### config.mk
export PLATFORM = sky130hd
export DESIGN_NAME = vga_fade_core_flat
export DESIGN_NICKNAME = d
export VERILOG_FILES = /design/src/rtl/vga_fade_core_if.sv /design/src/rtl/vga_fade_core.sv /design/src/flat_wrapper.sv
export SDC_FILE = /design/constraint.sdc
export NUM_CORES = 1
export LEC_CHECK = 0
export CAP_MARGIN = 20
export CORE_UTILIZATION = 51
export DETAILED_ROUTE_END_ITERATION = 7
export GPL_TIMING_DRIVEN = 0
export PLACE_DENSITY = 0.82
export SYNTH_ARGS = -nofsm -noshare
export SYNTH_HDL_FRONTEND = slang
export SYNTH_SLANG_ARGS = --single-unit
### constraint.sdc
create_clock -name clk -period 8.3 [get_ports clk]
set_input_delay 2.49 -clock clk [delete_from_list [all_inputs] [get_ports clk]]
set_output_delay 2.49 -clock clk [all_outputs]
set_load 0.01 [all_outputs]
### src/rtl/vga_fade_core_if.sv
// Slot register bus shared by the video-slot cores: select, write strobe,
// word address and write data.
interface vga_fade_core_if;
  logic        cs;
  logic        write;
  logic [13:0] addr;
  logic [31:0] wr_data;

  modport master (output cs, write, addr, wr_data);
  modport slave  (input  cs, write, addr, wr_data);
endinterface

### src/rtl/vga_fade_core.sv
// vga_fade_core: scales each colour channel of the pixel stream by a
// frame-synchronous brightness level (0..16) and sequences fade-out/fade-in
// one level step every N frames, with optional auto-loop.
// Optional feature macro: VGA_FADE_TINT_EN (fade towards a tint colour
// instead of black).
module vga_fade_core #(
  parameter int unsigned CD = 12
) (
  input  logic            clk,
  input  logic            reset_n,
  input  logic [10:0]     x,
  input  logic [10:0]     y,
  vga_fade_core_if.slave  bus,
  input  logic [CD-1:0]   si_rgb,
  output logic [CD-1:0]   so_rgb
);

  localparam int unsigned CW = CD / 3;
  localparam int unsigned PW = CW + 5;

  typedef enum logic [1:0] {
    ST_ON,
    ST_FADE_OUT,
    ST_DARK,
    ST_FADE_IN
  } state_t;

  state_t        state;
  logic [4:0]    level;
  logic [7:0]    cnt;
  logic [7:0]    step;
  logic [7:0]    hold;
  logic          bypass;
  logic          auto_en;
  logic          origin_prev;
`ifdef VGA_FADE_TINT_EN
  logic [CD-1:0] tint;
`endif

  logic          at_origin;
  logic          tick;
  logic          reg_wr;
  logic          ctrl_wr;
  logic          cmd_out;
  logic          cmd_in;
  logic [8:0]    cnt_inc;
  logic [8:0]    step_eff;
  logic [8:0]    hold_eff;
  logic [CD-1:0] scaled;
  logic          unused_bus;

  // Frame tick on the first cycle the counters sit at the origin, plus write decode.
  assign at_origin  = (x == 11'd0) && (y == 11'd0);
  assign tick       = at_origin && !origin_prev;
  assign reg_wr     = bus.cs && bus.write;
  assign ctrl_wr    = reg_wr && (bus.addr[1:0] == 2'b00);
  assign cmd_out    = ctrl_wr && bus.wr_data[1];
  assign cmd_in     = ctrl_wr && bus.wr_data[2];
  assign cnt_inc    = {1'b0, cnt} + 9'd1;
  assign step_eff   = (step == 8'd0) ? 9'd1 : {1'b0, step};
  assign hold_eff   = (hold == 8'd0) ? 9'd1 : {1'b0, hold};
  assign unused_bus = ^{bus.addr[13:2], bus.wr_data};

  // Per-channel blend: c*level (+ tint*(16-level)) then drop the 4 fraction bits.
  for (genvar g = 0; g < 3; g++) begin : g_ch
    logic [PW-1:0] prod;
`ifdef VGA_FADE_TINT_EN
    assign prod = PW'(si_rgb[g*CW +: CW]) * PW'(level)
                + PW'(tint[g*CW +: CW]) * PW'(5'd16 - level);
`else
    assign prod = PW'(si_rgb[g*CW +: CW]) * PW'(level);
`endif
    assign scaled[g*CW +: CW] = CW'(prod >> 4);
  end

  // Zero-latency pixel path.
  assign so_rgb = bypass ? si_rgb : scaled;

  // Register file, frame-tick edge flag and fade sequencer.
  always_ff @(posedge clk or negedge reset_n) begin
    if (!reset_n) begin
      state       <= ST_ON;
      level       <= 5'd16;
      cnt         <= 8'd0;
      step        <= 8'd4;
      hold        <= 8'd60;
      bypass      <= 1'b0;
      auto_en     <= 1'b0;
      origin_prev <= 1'b0;
`ifdef VGA_FADE_TINT_EN
      tint        <= '0;
`endif
    end else begin
      origin_prev <= at_origin;

      if (ctrl_wr) begin
        bypass  <= bus.wr_data[0];
        auto_en <= bus.wr_data[3];
      end
      if (reg_wr && (bus.addr[1:0] == 2'b01)) step <= bus.wr_data[7:0];
      if (reg_wr && (bus.addr[1:0] == 2'b10)) hold <= bus.wr_data[7:0];
`ifdef VGA_FADE_TINT_EN
      if (reg_wr && (bus.addr[1:0] == 2'b11)) tint <= bus.wr_data[CD-1:0];
`endif

      if (cmd_out) begin
        state <= ST_FADE_OUT;
        cnt   <= 8'd0;
      end else if (cmd_in) begin
        state <= ST_FADE_IN;
        cnt   <= 8'd0;
      end else if (tick) begin
        case (state)
          ST_FADE_OUT: begin
            if (level == 5'd0) begin
              state <= ST_DARK;
              cnt   <= 8'd0;
            end else if (cnt_inc >= step_eff) begin
              level <= level - 5'd1;
              cnt   <= 8'd0;
              if (level == 5'd1) state <= ST_DARK;
            end else begin
              cnt <= cnt_inc[7:0];
            end
          end
          ST_FADE_IN: begin
            if (level >= 5'd16) begin
              state <= ST_ON;
              cnt   <= 8'd0;
            end else if (cnt_inc >= step_eff) begin
              level <= level + 5'd1;
              cnt   <= 8'd0;
              if (level == 5'd15) state <= ST_ON;
            end else begin
              cnt <= cnt_inc[7:0];
            end
          end
          ST_ON: begin
            if (auto_en) begin
              if (cnt_inc >= hold_eff) begin
                state <= ST_FADE_OUT;
                cnt   <= 8'd0;
              end else begin
                cnt <= cnt_inc[7:0];
              end
            end
          end
          default: begin
            if (auto_en) begin
              if (cnt_inc >= hold_eff) begin
                state <= ST_FADE_IN;
                cnt   <= 8'd0;
              end else begin
                cnt <= cnt_inc[7:0];
              end
            end
          end
        endcase
      end
    end
  end

endmodule

### src/flat_wrapper.sv
// flat-port wrapper written by rule: the top's interface ports become plain ports
module vga_fade_core_flat 
#(
  parameter int unsigned CD = 12
)
  (clk, reset_n, x, y, si_rgb, so_rgb, bus_cs, bus_write, bus_addr, bus_wr_data);
  vga_fade_core_if bus_i ();
  input  logic clk;
  input  logic reset_n;
  input  logic [10:0] x;
  input  logic [10:0] y;
  input  logic [CD-1:0] si_rgb;
  output logic [CD-1:0] so_rgb;
  input wire logic [$bits(bus_i.cs)-1:0] bus_cs;
  input wire logic [$bits(bus_i.write)-1:0] bus_write;
  input wire logic [$bits(bus_i.addr)-1:0] bus_addr;
  input wire logic [$bits(bus_i.wr_data)-1:0] bus_wr_data;
  assign bus_i.cs = bus_cs;
  assign bus_i.write = bus_write;
  assign bus_i.addr = bus_addr;
  assign bus_i.wr_data = bus_wr_data;
  vga_fade_core #(.CD(CD)) u_core (.clk(clk), .reset_n(reset_n), .x(x), .y(y), .bus(bus_i), .si_rgb(si_rgb), .so_rgb(so_rgb));
endmodule
==> summary.md <==
| Metric | Value |
|---|---|
| Hold Crit Class | `flip-flop to flip-flop` |
| Top-area cell type share of the netlist area | `0.183` |
| Async S/R FF share, synth | `1.00` |
| Dpl cells | `589` |
| Non-filler cells, final | `598` |
| Post-Route WL | `8.67 mm` |
| Nets | `649` |
| Core area | `7250 um2` |
| Sequential area share after synthesis | `0.224` |
| Post-Synth Simple-Gate Area | `0.197` |
| # setup viols final | `0` |
| Crit-path max FO | `7` |
| ANT cells | `0` |
| Total of max-cap violations | `0` |
| Area occupied by registers | `858 um2` |
| Pwr/cell area | `125 nW/um2` |
| CTS Buf Count | `5` |
| DR vias | `3,419` |
| Post-synth EDFFs | `0` |
| Area Overhead vs Synth | `23.1%` |
| Period utilization | `0.980` |
| Total power | `589 uW` |
| Avg Cell Area, Syn | `8.88 um2` |
| Commonest cells in the netlist | `nand2_1, ha_1, inv_1` |
| Vias per cell | `5.72` |
| Syn Nets | `583` |
| Max IR drop VDD | `0.168 mV` |
| Rows | `31` |
| Total congestion overflow | `0` |
| Main combinational cell family by area after synthesis | `adder cells` |
| Cell taking the most area after synthesis | `dfrtp_1` |
| Vias in the first global route | `3,297` |
| Largest net degree at the start of global routing | `35` |
| Synth Area in XOR/XNOR | `0.0434` |
| CP Data Arrival Time | `5.64 ns` |
| Pre-Repair DR Iteration Count | `5` |
| Compound-cell area share of the yosys netlist | `0.162` |
| Placer Congestion | `0.859` |
| Initial antenna violation count | `0` |
| Synth Area in Adders | `0.248` |
| Max Fclk | `0.123 GHz` |
| Total track usage | `0.236` |
| Final min period | `8.13 ns` |
| Final Hold Viols | `0` |
| H-tree Lvls | `2` |
| CTS tree | `built` |
| Hpwl dp | `6.97 mm` |
| Starting Density | `0.529` |
| # port buffers | `58` |
| Clk pin slew, worst setup/hold paths | `0.07 ns` |
| Status | `finished, final reports clean` |
| CP startpoint kind | `primary input` |
| Fin worst setup slack | `0.169 ns` |
| Cell variety after synth | `60` |
| CTS max path bufs | `2` |
| Number of sinks on the clock net | `34` |
| Drt drc | `0` |
| Mux contribution to synthesized area | `0.0610` |
| 1st-iter DRT viols | `159` |
| Multi-input gate area | `2790 um2` |
| Die height | `88.7 um` |
| Final Hold Slack | `0.509 ns` |
| Clk Latency, worst-skew pair | `0.30 ns` |
| Synthesis warning total | `0` |
| Die width | `88.7 um` |
| RSZ-0062 raised after global routing | `false` |
| Data required, critical path | `5.81 ns` |
| Place WS | `-0.682 ns` |
| Setup_tns | `0 ns` |
| Leak | `0.00227 uW` |
| Ys flop type | `dfrtp_1` |
| Synthesized netlist cell count | `432` |
| Critical path class | `primary input to output pin` |
| FF+latch count, synth | `34` |
| Most frequent cell after synthesis | `nand2_1` |
| CTS Hold Bufs | `0` |
| Cell area after synthesis | `3840 um2` |
| Final Skew | `0.00665 ns` |
| Crit. End Element | `output pin` |
| Max_slew headroom | `0.516` |
| Layout fillers | `596` |
| Num ports | `96` |
| Share of cells above drive strength 1 | `0.136` |
| Max-slew violations | `0` |
| DR WL/cell | `14.5 um` |
| Die footprint | `7880 um2` |
| Dominant cells by area after synthesis | `dfrtp_1, ha_1, fa_1` |
| Worst slew pin tran | `0.726 ns` |
| First-pass GRT wire length | `14.5 mm` |
| Final ANT Viol Nets | `0` |
| Root Driver | `clkbuf_8` |
==> logic make-up (layout without fill, tap and decap cells) <==
family / after synthesis / in the layout
and+or+nand+nor: 144 / 144
AOI/OAI and AO/OA: 84 / 84
adders and majority gates: 67 / 67
buffers and inverters: 63 / 130
DFF: 34 / 34
muxes: 21 / 21
xor gates and xnor gates: 19 / 19
==> cell usage in the layout (no fill, tap or decap), types with 3 or more instances in the layout <==
master / n
nand2_1: 65
ha_1: 52
inv_1: 48
clkdlybuf4s50_1: 44
dfrtp_1: 28
and2_1: 20
mux2_2: 19
fa_1: 15
o21ai_0: 14
nor2_1: 12
clkbuf_1: 10
xnor2_1: 10
a21oi_1: 10
buf_2: 9
xor2_1: 9
nor2b_1: 6
o31ai_1: 6
nand3_1: 6
nor4_1: 6
a32o_1: 6
dfstp_2: 6
o21ai_2: 5
nor3_1: 5
a21o_1: 5
o21ai_1: 5
and3_1: 5
clkbuf_8: 5
a31oi_4: 4
and4_1: 3
o2111a_1: 3
a311o_1: 3
a22oi_1: 3
clkdlybuf4s15_2: 3
dlygate4sd2_1: 3
==> metrics by stage <==
step | utilization | instance area [um2]
2_1_floorplan | - | 3840
5_1_grt | 0.651 | 4720
3_5_place_dp | 0.625 | 4540
4_1_cts | 0.652 | 4730
3_3_place_gp | 0.626 | 4540
6_report | 0.651 | 4720
==> power breakdown <==
part	leakage, uW	switching, uW	internal [uW]
logic	0.00178	102	96.3
registers	0.000417	14.5	191
clock network	0.0000683	65.5	120
==> area by class of cell <==
class                           count  area share
Multi-Input combinational cell    335       0.591
Sequential cell                    34       0.182
Timing Repair Buffer               59       0.119
Inverter                           48      0.0382
Tap cell                           99      0.0262
Clock buffer                        5      0.0146
Clock inverter                      3      0.0146
Buffer                             15      0.0146
==> routing by layer <==
metal  vias up  global-route usage  wire length, um
met1      1629               0.293             3620
met3        18              0.0317              531
met2       108               0.422             4400
met4         0              0.0777              123
li1       1664                   -                -
met5         -                   0                0
==> final timing paths <==
path                                                  from                     endpoint  slack (ns)  cells past startpoint
min in group asynchronous                          reset_n   u_core.step[5]$_DFFE_PN0P_        2.24                      1
worst max-delay path                            si_rgb[11]                   so_rgb[11]        0.17                     13
worst min register to register  u_core.hold[1]$_DFFE_PN0P_   u_core.hold[1]$_DFFE_PN0P_        0.51                      1
max in group asynchronous                          reset_n  u_core.level[3]$_DFFE_PN0P_        5.59                      1
worst max register to register   u_core.cnt[2]$_DFFE_PN0P_    u_core.cnt[5]$_DFFE_PN0P_        5.16                     11
worst min-delay path            u_core.hold[1]$_DFFE_PN0P_   u_core.hold[1]$_DFFE_PN0P_        0.51                      1
==> critical path, stage by stage <==
cell           delay (ns)
clkbuf_2             0.17
nand2_1              0.10
fa_1                 0.53
fa_1                 0.56
inv_1                0.05
ha_1                 0.26
and4_1               0.22
a31oi_4              0.12
o2111a_1             0.27
a311o_1              0.33
a22oi_1              0.16
o21ai_1              0.10
dlygate4sd2_1        0.29
==> state kept, by name, indices dropped and copies added, names as in the netlist <==
signal and count:
u_core.hold 8, u_core.state 2, u_core.step 8, u_core.level 5
u_core.cnt 8, u_core.origin_prev 1, u_core.auto_en 1, u_core.bypass 1
==> repair_timing <==
action / CTS / global route
endpoints found under the hold margin: 0 / 0
pin swaps: 3 / 3
gates resized for setup: 37 / 9
endpoints found under the setup margin: 12 / 7
buffers inserted: 1 / 0
Note: power is estimated with default switching activity, not from simulation.
